==> src/rtl/ibex_l2_rf_xfer_ctrl.sv <==
// ibex_l2_rf_xfer_ctrl
//   Initiator for the L2 register file port. Moves a range of registers one per cycle:
//   SPILL copies main-RF registers into L2 storage, FILL copies L2 contents back into the
//   main RF. Both data paths are combinational pass-through; each write lands on the clock
//   edge that ends its XFER cycle.
//
//   Optional feature: define IBEX_L2_XFER_DIRTY_EN to add dirty_mask_i. SPILL then skips
//   registers whose mask bit is 0. Each skipped register still takes one cycle, but it does
//   not write and does not count. FILL ignores the mask.
//
// Ports
//   clk_i, rst_ni            clock, asynchronous active-low reset
//   cmd_valid_i/cmd_ready_o  command handshake (ready only in IDLE)
//   cmd_fill_i               0 = SPILL (main RF -> L2), 1 = FILL (L2 -> main RF)
//   cmd_first_i/cmd_last_i   inclusive register range, normalised at accept
//   abort_i                  finish after the current XFER cycle
//   busy_o/done_o/aborted_o  status; done_o is a one-cycle pulse, aborted_o qualifies it
//   xfer_cnt_o               writes performed by the last/current command
//   l2_addr_o/l2_wdata_o/l2_we_o/l2_rdata_i           L2 RF port
//   rf_raddr_o/rf_rdata_i/rf_waddr_o/rf_wdata_o/rf_we_o  main RF ports
//   dirty_mask_i             (IBEX_L2_XFER_DIRTY_EN only) per-register SPILL enable

module ibex_l2_rf_xfer_ctrl #(
  parameter int unsigned DataWidth = 32,
  parameter int unsigned NUM_WORDS = 28
) (
  input  logic                 clk_i,
  input  logic                 rst_ni,
`ifdef IBEX_L2_XFER_DIRTY_EN
  input  logic [31:0]          dirty_mask_i,
`endif
  input  logic                 cmd_valid_i,
  output logic                 cmd_ready_o,
  input  logic                 cmd_fill_i,
  input  logic [4:0]           cmd_first_i,
  input  logic [4:0]           cmd_last_i,
  input  logic                 abort_i,
  output logic                 busy_o,
  output logic                 done_o,
  output logic                 aborted_o,
  output logic [4:0]           xfer_cnt_o,
  output logic [4:0]           l2_addr_o,
  output logic [DataWidth-1:0] l2_wdata_o,
  output logic                 l2_we_o,
  input  logic [DataWidth-1:0] l2_rdata_i,
  output logic [4:0]           rf_raddr_o,
  input  logic [DataWidth-1:0] rf_rdata_i,
  output logic [4:0]           rf_waddr_o,
  output logic [DataWidth-1:0] rf_wdata_o,
  output logic                 rf_we_o
);

  localparam logic [4:0] MaxAddr = 5'(NUM_WORDS - 1);

  typedef enum logic [1:0] {StIdle, StXfer, StDone} state_e;

  state_e     r_state, w_state_d;
  logic [4:0] r_cur, r_last, r_cnt;
  logic [4:0] r_l2_addr, r_rf_raddr, r_rf_waddr;
  logic       r_fill, r_aborted;

  logic [4:0] w_first, w_last;
  logic       w_empty, w_accept, w_in_xfer, w_sel, w_l2_we, w_rf_we, w_end;

  // L2 address 0 is never touched, and the top of the range is clipped to the L2 depth.
  assign w_first  = (cmd_first_i == 5'd0) ? 5'd1 : cmd_first_i;
  assign w_last   = (cmd_last_i > MaxAddr) ? MaxAddr : cmd_last_i;
  assign w_empty  = w_first > w_last;
  assign w_accept = cmd_valid_i & (r_state == StIdle);
  assign w_in_xfer = (r_state == StXfer);
  assign w_end    = (r_cur == r_last) | abort_i;

`ifdef IBEX_L2_XFER_DIRTY_EN
  logic [31:0] r_mask;
  assign w_sel = r_fill | r_mask[r_cur];
`else
  assign w_sel = 1'b1;
`endif

  assign w_l2_we = w_in_xfer & ~r_fill & w_sel;
  assign w_rf_we = w_in_xfer & r_fill;

  always_comb begin
    w_state_d = r_state;
    unique case (r_state)
      StIdle: if (w_accept) w_state_d = w_empty ? StDone : StXfer;
      StXfer: if (w_end) w_state_d = StDone;
      StDone: w_state_d = StIdle;
      default: w_state_d = StIdle;
    endcase
  end

  always_ff @(posedge clk_i or negedge rst_ni) begin
    if (!rst_ni) begin
      r_state    <= StIdle;
      r_cur      <= 5'd0;
      r_last     <= 5'd0;
      r_cnt      <= 5'd0;
      r_l2_addr  <= 5'd0;
      r_rf_raddr <= 5'd0;
      r_rf_waddr <= 5'd0;
      r_fill     <= 1'b0;
      r_aborted  <= 1'b0;
`ifdef IBEX_L2_XFER_DIRTY_EN
      r_mask     <= 32'd0;
`endif
    end else begin
      r_state <= w_state_d;
      if (w_accept) begin
        r_cur     <= w_first;
        r_last    <= w_last;
        r_fill    <= cmd_fill_i;
        r_cnt     <= 5'd0;
        r_aborted <= 1'b0;
`ifdef IBEX_L2_XFER_DIRTY_EN
        r_mask    <= dirty_mask_i;
`endif
      end else if (w_in_xfer) begin
        if (w_l2_we || w_rf_we) r_cnt <= r_cnt + 5'd1;
        if (!w_end) r_cur <= r_cur + 5'd1;
        r_aborted <= abort_i;
        // Remember the last driven addresses so they hold once XFER ends.
        r_l2_addr <= r_cur;
        if (r_fill) r_rf_waddr <= r_cur;
        else        r_rf_raddr <= r_cur;
      end
    end
  end

  assign cmd_ready_o = (r_state == StIdle);
  assign busy_o      = w_in_xfer;
  assign done_o      = (r_state == StDone);
  assign aborted_o   = done_o & r_aborted;
  assign xfer_cnt_o  = r_cnt;

  assign l2_addr_o  = w_in_xfer ? r_cur : r_l2_addr;
  assign rf_raddr_o = (w_in_xfer && !r_fill) ? r_cur : r_rf_raddr;
  assign rf_waddr_o = (w_in_xfer && r_fill) ? r_cur : r_rf_waddr;
  assign l2_wdata_o = (w_in_xfer && !r_fill) ? rf_rdata_i : '0;
  assign rf_wdata_o = (w_in_xfer && r_fill) ? l2_rdata_i : '0;
  assign l2_we_o    = w_l2_we;
  assign rf_we_o    = w_rf_we;

endmodule

==> config.mk <==
export PLATFORM = sky130hd
export DESIGN_NAME = ibex_l2_rf_xfer_ctrl
export DESIGN_NICKNAME = d
export VERILOG_FILES = /design/src/rtl/ibex_l2_rf_xfer_ctrl.sv
export SDC_FILE = /design/constraint.sdc
export NUM_CORES = 1
export LEC_CHECK = 0
export ABC_AREA = 1
export BUFFER_PORTS_ARGS = -buffer_cell sky130_fd_sc_hd__clkbuf_2
export CAP_MARGIN = 30
export CORE_MARGIN = 4
export CORE_UTILIZATION = 46
export DETAILED_ROUTE_END_ITERATION = 16
export GPL_TIMING_DRIVEN = 0
export PLACE_DENSITY = 0.85
export RECOVER_POWER = 100
export SLEW_MARGIN = 10
export SYNTH_ARGS = -nofsm -noshare
export SYNTH_HDL_FRONTEND = slang
export SYNTH_SLANG_ARGS = --single-unit
==> constraint.sdc <==
create_clock -name clk_i -period 4 [get_ports clk_i]
set_clock_uncertainty 0.2 [all_clocks]
set_input_delay 0.2 -clock clk_i [delete_from_list [all_inputs] [get_ports clk_i]]
set_output_delay 0.2 -clock clk_i [all_outputs]
set_load 0.005 [all_outputs]
==> impl_summary.md, run 1 <==
Clocking
TritonCTS built the clock tree. The clock root buffer is clkbuf_8. After clock tree synthesis, the flow added hold-fix buffers numbering 5. Buffers inserted during clock tree synthesis total 5. Gates resized during post-CTS repair numbered 0. The clock insertion delay at the later pin of the skew report is 0.29 ns. The number of clock sinks is 34. The number of H-tree levels is 2. In this run the post-CTS setup repair buffer count came out at 0. The longest clock path from root to sink contains 2 buffers.

Clock-pin slew was measured on the worst setup and hold paths at 0.07 ns.

Timing
The max-slew violation total from the final report is 35. The setup-violating endpoint count in the final report is 0. Counting I/O delays and the setup requirement, the final critical path takes 2.513 ns. The slew at the pin closest to its max-slew limit is 1.831 ns. The total count of hold-check failures in the final report is 0. Setup repair after global routing left no endpoint under its margin. For the final routed database, the setup TNS stands at 0 ns. The worst hold margin is 0.03866 ns. Timing would allow up to 397.9 MHz. Of the available clock period, the critical path in the final layout requires 0.6284. The relative slew slack is -0.2207.

Synthesis
The cell area that synthesis handed to floorplanning was 0.002572 mm2. The fraction of synthesized cell area taken by the top area cell type is 0.3307. The net count after synthesis is 455. Each instance of the synthesized netlist takes up on average 6.971 um2. The count of flip-flops with a built-in enable after synthesis is 0. The proportion of synthesized chip area in sequential cells is 0.3307. The count of synthesis-stage warnings from yosys is 0. The post-synthesis async set-or-reset flop share is 1.000.

After synthesis, the netlist uses 30 different library cells. In the post-synthesis netlist, the biggest area contributors are dfrtp_1 33%, nor2_2 15%, inv_1 13%. dfrtp_1 takes more of the synthesized area than any other cell. In this run, synthesis produced a sequential element count of 34. In the synthesized netlist the dominant register cell turns out to be dfrtp_1. The synthesized instance count is 369.

Final layout
Relative to the synthesized area, the layout overhead comes to 34.63%. At the end of the flow, the number of nets in the layout was 635. The most common cell after layout, fill and taps aside is clkbuf_2.

Once layout is done, the placed cells without fillers occupy 0.003463 mm2. The total area of sequential cells is 850.8 um2. Counting the fill cells in the layout gives 552. Summing all multi-input logic gate instances after layout gives 0.001201 mm2. The proportion of layout cells with a drive suffix above 1 is 0.3127.

The number of cells in the finished layout apart from fillers is 620. The count of antenna diodes in the layout is 0. The final core utilization is 0.6572.

The library cells used most frequently in the layout, excluding fill and tap cells, are 95 x clkbuf_2, 90 x clkbuf_1, 86 x inv_1, 69 x nand2_1, 61 x nor2_2.

Route
The total wire length is 7914 um. The first TritonRoute pass finished after 4 iterations. In the final routed layout, each cell accounts on average for 12.76 um.

After detailed routing, the number of vias per cell comes to 4.552. The detailed router finished its first iteration with 77 violations. The number of nets with antenna violations after routing is 0. Summing over every cut layer, the via total after detailed routing is 2822. The post-route DRC violation count is 0.

Power
The analysis attributes to cell leakage a power of 1.978 nW. The power density normalized to cell area is 560.4 mW/mm2. Cell internal power was estimated by the tool at 1.041 mW. The net switching fraction of the power is 0.4636. The analysis attributes to net switching a power of 0.8999 mW.

The largest voltage drop on the vdd net is 0.0003511 V. The portion of total power attributed to combinational logic is 0.537. The clock share of power is 0.161. Of the total power, registers draw 0.302.

Die
The die is 82.78 um wide. The boundary pin count is 169. The die covers 0.006853 mm2.

The standard cell core area is 0.005270 mm2. The starting utilization of the core area is 0.4881. The vertical die dimension is 82.78 um.

The initialized floorplan defines 26 standard-cell rows.

Critical path
For this run, the slowest stage of the critical path takes 0.59 ns. The most common cell type on the critical path is clkbuf_1. STA puts the critical path data required time at 3.60 ns. In this run the worst path has a maximum fanout of 10. The number of cells traversed by the worst register-to-register path is 5.

The endpoint of the lowest-slack register-to-register path is xfer_cnt_o[4]. The critical path is of the reg -> out type. The data arrival time of the critical path is 2.11 ns. The worst register-to-register path begins at r_state[0]. The slack of the worst reg-to-reg path is 2.05 ns.

STA classifies the critical path startpoint as a register. The sort of element at the end of the critical path is an output pin. The signal on the critical path passes through nand2_1 > nor2_1 > clkinv_1 > clkbuf_1 > clkbuf_1 > nor2_2 > clkbuf_1.

On the critical path, the stage with the largest delay is an instance of clkbuf_1.

Worst hold path
The worst hold path begins at cmd_last_i[2]. The worst hold path belongs to the class in -> reg. The worst hold path was traced through 3 stages.

The endpoint with the worst hold slack is r_last[2].

Outcome
The run finished, with violations left. The checks that failed: capacitance limit, slew limit.

Flow run
The max-cap violation count is 1.

Global routing
The wire length of the first global-routing pass is 11950 um. The initial antenna violation count is 0. The global-route congestion overflow total is 0. In the global route stage, overall resource usage came out at 0.2252. The maximum number of pins on one net before global-route repair is 35. The number of global-route vias before repair is 2637.

Placement
In this run, placement finished with an instance count of 607. The detailed placer's ending HPWL is 6471 um. The final weighted congestion in routability-driven placement is 0.8502.

During placement, the flow inserted port buffers numbering 168. Once placement finished, the instance area stood at 0.003501 mm2.
-- state kept, by name (all words and copies together), names as in the netlist --
name,count
r_fill,1
r_last,5
r_rf_raddr,5
xfer_cnt_o,5
r_l2_addr,5
r_state,2
r_rf_waddr,5
r_cur,5
r_aborted,1
-- Yosys cell counts (2+ instances only) --
master,count
o21ai_0,40
buf_2,3
a21oi_1,3
dfrtp_1,34
nand2_2,3
buf_4,3
clkbuf_1,4
inv_1,86
nand2_4,2
nand2_1,68
nand3_1,11
nor2_1,11
ha_1,7
nor2_2,62
o21ai_1,2
nand4_1,4
buf_6,9
nor2_4,2
inv_2,4
-- cell type report --
cell class | instances | area share
clock buffer | 6 | 0.02095
tap | 70 | 0.02529
timing repair buffer | 173 | 0.2309
inverter | 91 | 0.09899
sequential | 34 | 0.2457
multi-input combinational | 225 | 0.3468
clock inverter | 2 | 0.01084
buffer | 19 | 0.02059
-- kinds of logic (layout without fill, tap and decap cells) --
logic type | count (synthesis) | count (layout) | share of synthesized area
adder cells (fa/ha/maj) | 7 | 7 | 0.03405
buffers and inverters | 110 | 291 | 0.1945
multiplexers | 1 | 1 | 0.003891
AO/OA/AOI/OAI | 49 | 49 | 0.09971
AND/OR/NAND/NOR | 166 | 166 | 0.3302
XOR/XNOR | 2 | 2 | 0.006811
flip-flops | 34 | 34 | 0.3307
-- power groups by stage --
stage                     Sequential (mW)  Combinational (mW)  Clock, mW
after floorplan                     0.570               0.746          0
after detailed placement            0.594                1.17          0
after global routing                0.602                1.20      0.331
after global placement              0.584                1.14          0
after CTS                           0.590                1.19      0.317
final                               0.586                1.04      0.312
-- how the worst max path moves through the flow --
stage | startpoint | end | slack (ns) | depth (start not counted)
CTS | r_state[1] | rf_raddr_o[1] | 1.97 | 7
finish | r_state[0] | rf_wdata_o[8] | 1.49 | 7
floorplan | cmd_last_i[3] | r_state[1] | 2.53 | 9
global placement | r_state[1] | l2_addr_o[1] | 2.30 | 6
global route | r_state[0] | rf_wdata_o[8] | 1.29 | 7
detailed placement | cmd_last_i[3] | r_state[1] | 2.29 | 10
-- routing by layer --
metal	global-route usage	vias to the layer above	share of wire
met4	0.08333	0	0.026
met5	0	-	0
li1	-	1451	-
met3	0.06048	15	0.10
met2	0.4335	114	0.51
met1	0.2296	1242	0.36
-- through the flow --
stage | worst slack [ns] | total power [mW]
after floorplan | 2.528 | 1.316
after global placement | 2.302 | 1.723
after detailed placement | 2.288 | 1.768
after CTS | 1.968 | 2.093
after global routing | 1.292 | 2.131
final | 1.487 | 1.941
-- critical path: cells and delay by family (launching register included) --
kind / cells / cell delay, ns
simple gates: 3 / 0.30
flops: 1 / 0.44
buf+inv: 4 / 1.08
Power figures use the tool's default switching activity.
==> inputs of run 2 (changes only) <==
--- a/config.mk
+++ b/config.mk
@@ -9,10 +9,10 @@
 export BUFFER_PORTS_ARGS = -buffer_cell sky130_fd_sc_hd__clkbuf_2
 export CAP_MARGIN = 30
 export CORE_MARGIN = 4
-export CORE_UTILIZATION = 46
+export CORE_UTILIZATION = 43
 export DETAILED_ROUTE_END_ITERATION = 16
 export GPL_TIMING_DRIVEN = 0
-export PLACE_DENSITY = 0.85
+export PLACE_DENSITY = 0.8
 export RECOVER_POWER = 100
 export SLEW_MARGIN = 10
 export SYNTH_ARGS = -nofsm -noshare
==> constraint.sdc (replaced) <==
create_clock -name clk_i -period 2.4 [get_ports clk_i]
set_clock_uncertainty 0.2 [all_clocks]
set_input_delay 0.12 -clock clk_i [delete_from_list [all_inputs] [get_ports clk_i]]
set_output_delay 0.12 -clock clk_i [all_outputs]
set_load 0.005 [all_outputs]
==> run 2 against run 1 <==
The flow now finishes without violations. Count of clock-buffer cells in the layout fell by 1. Register-to-register slack got worse by 1.5 ns. Clock power rose by 24%. Combinational power rose by 74%. Global-route usage fell by 1.5 points. First-iteration DRC count did not move. Largest power group unchanged.
==> impl_summary.md, run 2 (same netlist as run 1, synthesis figures left out) <==
Clocking
In this run the deepest clock path goes through 2 buffers. The clock drives 34 sinks. The clock root buffer is clkbuf_8. In this run the number of H-tree levels came out at 2.

TritonCTS built the clock tree. The TritonCTS buffer count is 5. Clock-pin slew was measured on the worst setup and hold paths at 0.06 ns. The number of hold buffers added after CTS was 10. In this run the post-CTS setup repair buffer count came out at 0.

Clock latency on the worst-skew pair, taken at its later pin, is 0.28 ns. After clock tree synthesis, the repair step resized 0 gates.

Final layout
The final-layout fill cell count is 609. The most common cell after layout, fill and taps aside is clkbuf_2. In the layout the commonest cells are 111 x clkbuf_2, 86 x inv_1, 69 x nand2_1, 64 x clkbuf_1, 47 x nor2_2. The count of antenna diodes in the layout is 0. The number of nets in the finished design is 640. The post-synthesis to final-layout area growth is 37.60%. The proportion of layout cells with a drive suffix above 1 is 0.3339.

Across the whole layout, storage elements account for 850.8 um2. Summing all multi-input logic gate instances after layout gives 0.001166 mm2.

Die
The standard cell core area is 0.005642 mm2. In this run the vertical extent of the chip is 85.35 um. The initial utilization of the core area, before any placement, comes to 0.4560. The boundary pin count is 169. The area of the die is 0.007284 mm2. The floorplan step set the die width to 85.35 um. The initialized floorplan defines 27 standard-cell rows.

Critical path
Across all register-to-register paths, the minimum setup slack is 0.55 ns. STA classifies the critical path startpoint as a register. The largest stage delay on the critical path is 0.38 ns. The critical path crosses 8 cells after its start point. The endpoint of the lowest-slack register-to-register path is r_last[3]. Data on the critical path is required at its endpoint by 2.08 ns. The critical path starts at r_state[1]. In this run the critical register-to-register path is launched from r_state[0]. The critical path goes through inv_1 > nand2_1 > nor2_1 > clkinv_1 > buf_6 > buf_6 > nor2_2 > clkbuf_1. STA classifies the critical path endpoint as an output pin. The kind of cell with the highest combined delay along the critical path is buffers and inverters. For the worst setup path, the data arrival time is 1.74 ns. The category of the critical setup timing path is reg -> out. The end of the critical path is l2_wdata_o[15]. The cell with the largest stage delay on the worst path is dfrtp_1. The worst register-to-register path has a depth of 6. The most numerous cell type found on the critical path is buf_6.

The worst-path maximum fanout is 10. The number of buffer and inverter stages on the critical path is 5.

Power
In this run the static leakage power is 2.094 nW. The net switching power figure is 1.460 mW. The power density normalized to cell area is 895.6 mW/mm2. The share of total power dissipated in combinational logic is 0.571.

Of the total power, the share spent switching nets is 0.4605. The worst-case IR drop observed on VDD is 0.0007374 V. The internal portion of the total power is 1.710 mW. Of the total power, the clock network draws 0.122.

The sequential power share is 0.306.

Worst hold path
In this run the worst hold path is classified as in -> reg. Along the worst hold path, the cell count comes to 5.

Global routing
The number of global-route vias before repair is 2716. Entering global routing, the biggest net connects 35 pins. The initial antenna violation count is 0. After global routing the overflow that remains totals 0.

The first global-routing pass estimated 12530 um of wire. In the global route stage, overall resource usage came out at 0.2105.

Timing
The total count of hold-check failures in the final report came to 0. The max-slew violation total from the final report was 0. At the pin with the least slew margin, the transition time is 0.8231 ns. Setup repair after global routing left no endpoint under its margin. The setup-violating endpoint count in the final report is 0.

The final setup TNS is 0 ns. The final clock period utilization by the worst path is 0.8596. The relative slew slack is 0.4513. The timing-limited maximum frequency is 484.7 MHz. The worst hold margin is 0.01238 ns.

Subtracting the final worst setup slack from the clock period gives 2.063 ns.

Placement
The detailed placer's ending HPWL is 6420 um. At the end of routability-driven placement, the weighted congestion stood at 0.8431. The number of buffer cells added on primary ports is 168.

Route
The post-route DRC violation count is 0. The total via count in the routed design is 2806. In this run the remaining antenna-violating nets after routing total 0. The number of iterations in the first detailed-routing pass is 4.

In this run, the number of DRC markers left after iteration 0 of detailed routing was 77. In the routed layout, each cell is associated on average with a via count of 4.482. Wires add up to 7769 um. The wire length per cell is 12.41 um.

Outcome
The run finished with clean final reports.

Flow run
The max-cap violation count is 0.
run 2: cell types whose count changed in the layout (fill, tap and decap cells not counted), moves of 5 or more:
| cell | delta |
|---|---|
| clkbuf_1 | -26 |
| clkbuf_2 | +16 |
| nor2_1 | +14 |
| nor2_2 | -14 |
| buf_6 | +9 |
| dlygate4sd3_1 | +5 |
run 2: per-stage QoR:
stage	utilization	instances	cell area [um2]	power, mW	setup WS, ns
floorplan	-	369	2572	2.193	0.9793
global placement	0.6210	609	3503	2.877	0.7924
detailed placement	0.6210	609	3503	2.940	0.7603
CTS	0.6527	626	3682	3.345	0.4727
global route	0.6274	626	3540	3.501	0.1565
finish	0.6274	626	3540	3.170	0.3370
run 2: worst min path at each step:
stage / start / end / slack (ns)
after floorplan: rst_ni / r_aborted / -0.38
after global placement: rst_ni / xfer_cnt_o[0] / 0.06
after detailed placement: rst_ni / r_state[1] / 0.05
after CTS: cmd_first_i[4] / r_cur[4] / 0.005
after global routing: cmd_first_i[4] / r_cur[4] / 0.04
final: cmd_first_i[4] / r_cur[4] / 0.01
run 2: power by group through the flow:
stage / sequential (mW) / clock, mW / combinational [mW]
floorplan: 0.950 / 0 / 1.24
global placement: 0.973 / 0 / 1.90
detailed placement: 0.989 / 0 / 1.95
CTS: 0.979 / 0.394 / 1.97
global route: 1.00 / 0.421 / 2.08
finish: 0.971 / 0.388 / 1.81
run 2: area by class of cell:
type,count,area share
timing repair buffer,178,0.2457
multi-input combinational,225,0.3294
inverter,91,0.09685
tap,72,0.02545
sequential,34,0.2404
buffer,19,0.03994
clock buffer,5,0.01944
clock inverter,2,0.002828
run 2: tightest hold or removal path: cells and delay by family:
| family | cells | cell delay, ns |
|---|---|---|
| buffers and inverters | 1 | 0.10 |
| and+or+nand+nor | 4 | 0.24 |
run 2: per-layer routing:
metal | track usage | share of wire | vias to the layer above
li1 | - | - | 1453
met1 | 0.2364 | 0.40 | 1241
met3 | 0.04369 | 0.071 | 10
met5 | 0 | 0 | -
met4 | 0.04892 | 0.018 | 0
met2 | 0.4018 | 0.51 | 102
==> inputs of run 3 (changes only) <==
--- a/config.mk
+++ b/config.mk
@@ -12,7 +12,7 @@
 export CORE_UTILIZATION = 43
 export DETAILED_ROUTE_END_ITERATION = 16
 export GPL_TIMING_DRIVEN = 0
-export PLACE_DENSITY = 0.8
+export PLACE_DENSITY = 0.83
 export RECOVER_POWER = 100
 export SLEW_MARGIN = 10
 export SYNTH_ARGS = -nofsm -noshare
==> run 3 against run 2 <==
Design area increased by 1.4%. Sequential share of layout area is 0.34 points lower. Setup slack worse by 0.027 ns. Worst hold slack lost 0.0048 ns. Final cell count grew 0.64%. Critical path type unchanged. Critical endpoint is now rf_wdata_o[15].
==> impl_summary.md, run 3 (same netlist as run 1, synthesis figures left out) <==
Outcome
The run finished with clean final reports.

Timing
The total count of hold-check failures in the final report is 0. The final clock period utilization by the worst path is 0.8707. The time the worst path needs with I/O delays and setup is 2.090 ns. The relative slew slack is 0.4567. Setup slack closes at 0.3104 ns. The slew at the pin closest to its max-slew limit is 0.8149 ns. Setup violations remaining at the end of the flow were counted as 0. The max-slew violation total from the final report is 0. Setup repair after global routing left no endpoint under its margin. For the final routed database, the setup TNS stands at 0 ns.

The timing-limited maximum frequency is 478.6 MHz.

Final layout
For this run, the share of the core covered by cells in the final layout is 0.6365. The post-synthesis to final-layout area growth is 39.59%. The number of cells in the finished layout apart from fillers is 630. The most common cell after layout, fill and taps aside is clkbuf_2. Summing all non-filler instances in the final layout gives an area of 0.003591 mm2. Of the cells placed in the final design, the portion with a size suffix greater than 1 is 0.3477.

The number of antenna diodes in the final layout is 0. In the layout the commonest cells are 124 x clkbuf_2, 87 x inv_1, 69 x nand2_1, 56 x clkbuf_1, 44 x nor2_2. The number of nets in the finished design is 643.

Critical path
On the worst path, the slowest cell contributes a delay of 0.38 ns. The most common cell type on the critical path is buf_6. Walking the worst path, the cells encountered are inv_1 > nand2_1 > nor2_1 > inv_2 > buf_6 > buf_6 > nor2_2 > clkbuf_2.

The worst-path maximum fanout is 10. The category of the critical setup timing path is reg -> out. The data required time of the worst path is 2.08 ns. The worst setup path is captured at an output pin.

The cell with the largest stage delay on the worst path is dfrtp_1. Data arrives at the worst endpoint at 1.77 ns. The kind of launch point of the worst setup path is a register.

Die
The boundary pin count is 169. The floorplan has 27 rows. After floorplanning, the core was sized to cover 0.005642 mm2. From left edge to right edge, the die measures 85.35 um. The vertical die dimension is 85.35 um. The die covers 0.007284 mm2.

For this configuration, the core starts out at a cell density of 0.4560.

Global routing
For this run the aggregate overflow at the end of global routing stands at 0. The initial antenna violation count came to 0. The number of global-route vias before repair came to 2754. In the global route stage, overall resource usage came out at 0.2123. The wire length of the first global-routing pass is 12650 um. The maximum number of pins on one net before global-route repair is 35.

Placement
The congestion estimate from routability-driven global placement came to 0.8984. The total instance count after detailed placement is 609. The number of buffer cells added on primary ports is 168.

The placed instances occupy a cell area of 0.003503 mm2. The worst slack at placement is 0.7576 ns. Summed over all nets, the half-perimeter wirelength after detailed placement is 6356 um.

Flow run
The tool flagged a number of max-cap violations equal to 0.

Clocking
Buffers inserted during clock tree synthesis total 5. After clock tree synthesis, the clock-pin slew on the worst setup and hold paths is 0.07 ns. The number of setup buffers added after CTS is 0. In this run the clock root is driven by a clkbuf_8. The clock insertion delay at the later pin of the skew report is 0.29 ns. The H-tree was split into 2 levels. The number of clock sinks is 34.

TritonCTS built the clock tree. The maximum clock insertion buffer count is 2.

Power
The leakage power total is 2.139 nW. The power density normalized to cell area is 921.0 mW/mm2. VDD sags by at most 0.0006387 V.

Route
The first routing iteration left 119 violations. The count of nets left with antenna violations once routing finished came out at 0. Dividing the detail-routed via count by the number of cells gives 4.519. The post-route DRC violation count is 0. For this block, the via count after detailed routing is 2847.

The routed design has 7846 um of wire. After detailed routing, the average wire length per cell comes to 12.45 um. Before antenna repair, the detailed router went through 4 iterations.

Worst hold path
The worst hold path belongs to the class in -> reg.
run 3: cell count changes in the layout (fill, tap and decap cells not counted), sizes merged:
cell / before / now
bufinv: 0 / 1
clkbuf: 180 / 185
buf: 12 / 8
inv: 88 / 90
clkinv: 4 / 0
dlygate4sd3: 10 / 12
clkinvlp: 1 / 3
run 3: worst paths after layout:
kind	startpoint	to	slack, ns	cells after the start
worst max-delay path	r_state[1]	rf_wdata_o[15]	0.31	8
worst min-delay path	cmd_valid_i	xfer_cnt_o[0]	0.008	4
worst max register to register	r_state[0]	r_cur[2]	0.51	6
worst min register to register	r_l2_addr[4]	r_l2_addr[4]	0.28	2
max in group asynchronous	rst_ni	r_last[1]	0.56	4
min in group asynchronous	rst_ni	r_cur[3]	0.47	3
run 3: repair_timing:
item / CTS / global route
endpoints found under the hold margin: 44 / 1
gates resized for setup: 0 / 0
hold buffers: 11 / 1
run 3: worst max-delay path, delay by kind of cell (launching register included):
| family | cells | cell delay, ns |
|---|---|---|
| DFF | 1 | 0.38 |
| and+or+nand+nor | 3 | 0.51 |
| buffers and inverters | 5 | 0.59 |
run 3: cell type report:
cell class	instances	area (um2)
Multi-Input combinational cell	225	1166
Clock buffer	5	68.82
Clock inverter	3	45.04
Buffer	19	121.4
Sequential cell	34	850.8
Inverter	91	342.8
Fill cell	553	2051
Timing Repair Buffer	181	905.9
Tap cell	72	90.09
run 3: power by group:
group | internal [mW] | total, mW | switching [mW]
sequential | 0.809 | 0.973 | 0.164
clock | 0.309 | 0.528 | 0.219
combinational | 0.692 | 1.81 | 1.11
run 3: metal layers:
| layer | vias to the layer above | wire [um] | track usage |
|---|---|---|---|
| li1 | 1462 | - | - |
| met1 | 1277 | 3056 | 0.2430 |
| met2 | 97 | 4067 | 0.3891 |
| met3 | 11 | 611 | 0.05437 |
| met4 | 0 | 110 | 0.05612 |
| met5 | - | 0 | 0 |
run 3: per-stage QoR:
step | hold WS [ns] | power [mW]
after floorplan | -0.3756 | 2.193
after global placement | 0.05491 | 2.876
after detailed placement | 0.06571 | 2.943
after CTS | 0.004990 | 3.498
after global routing | 0.02464 | 3.622
final | 0.007558 | 3.307
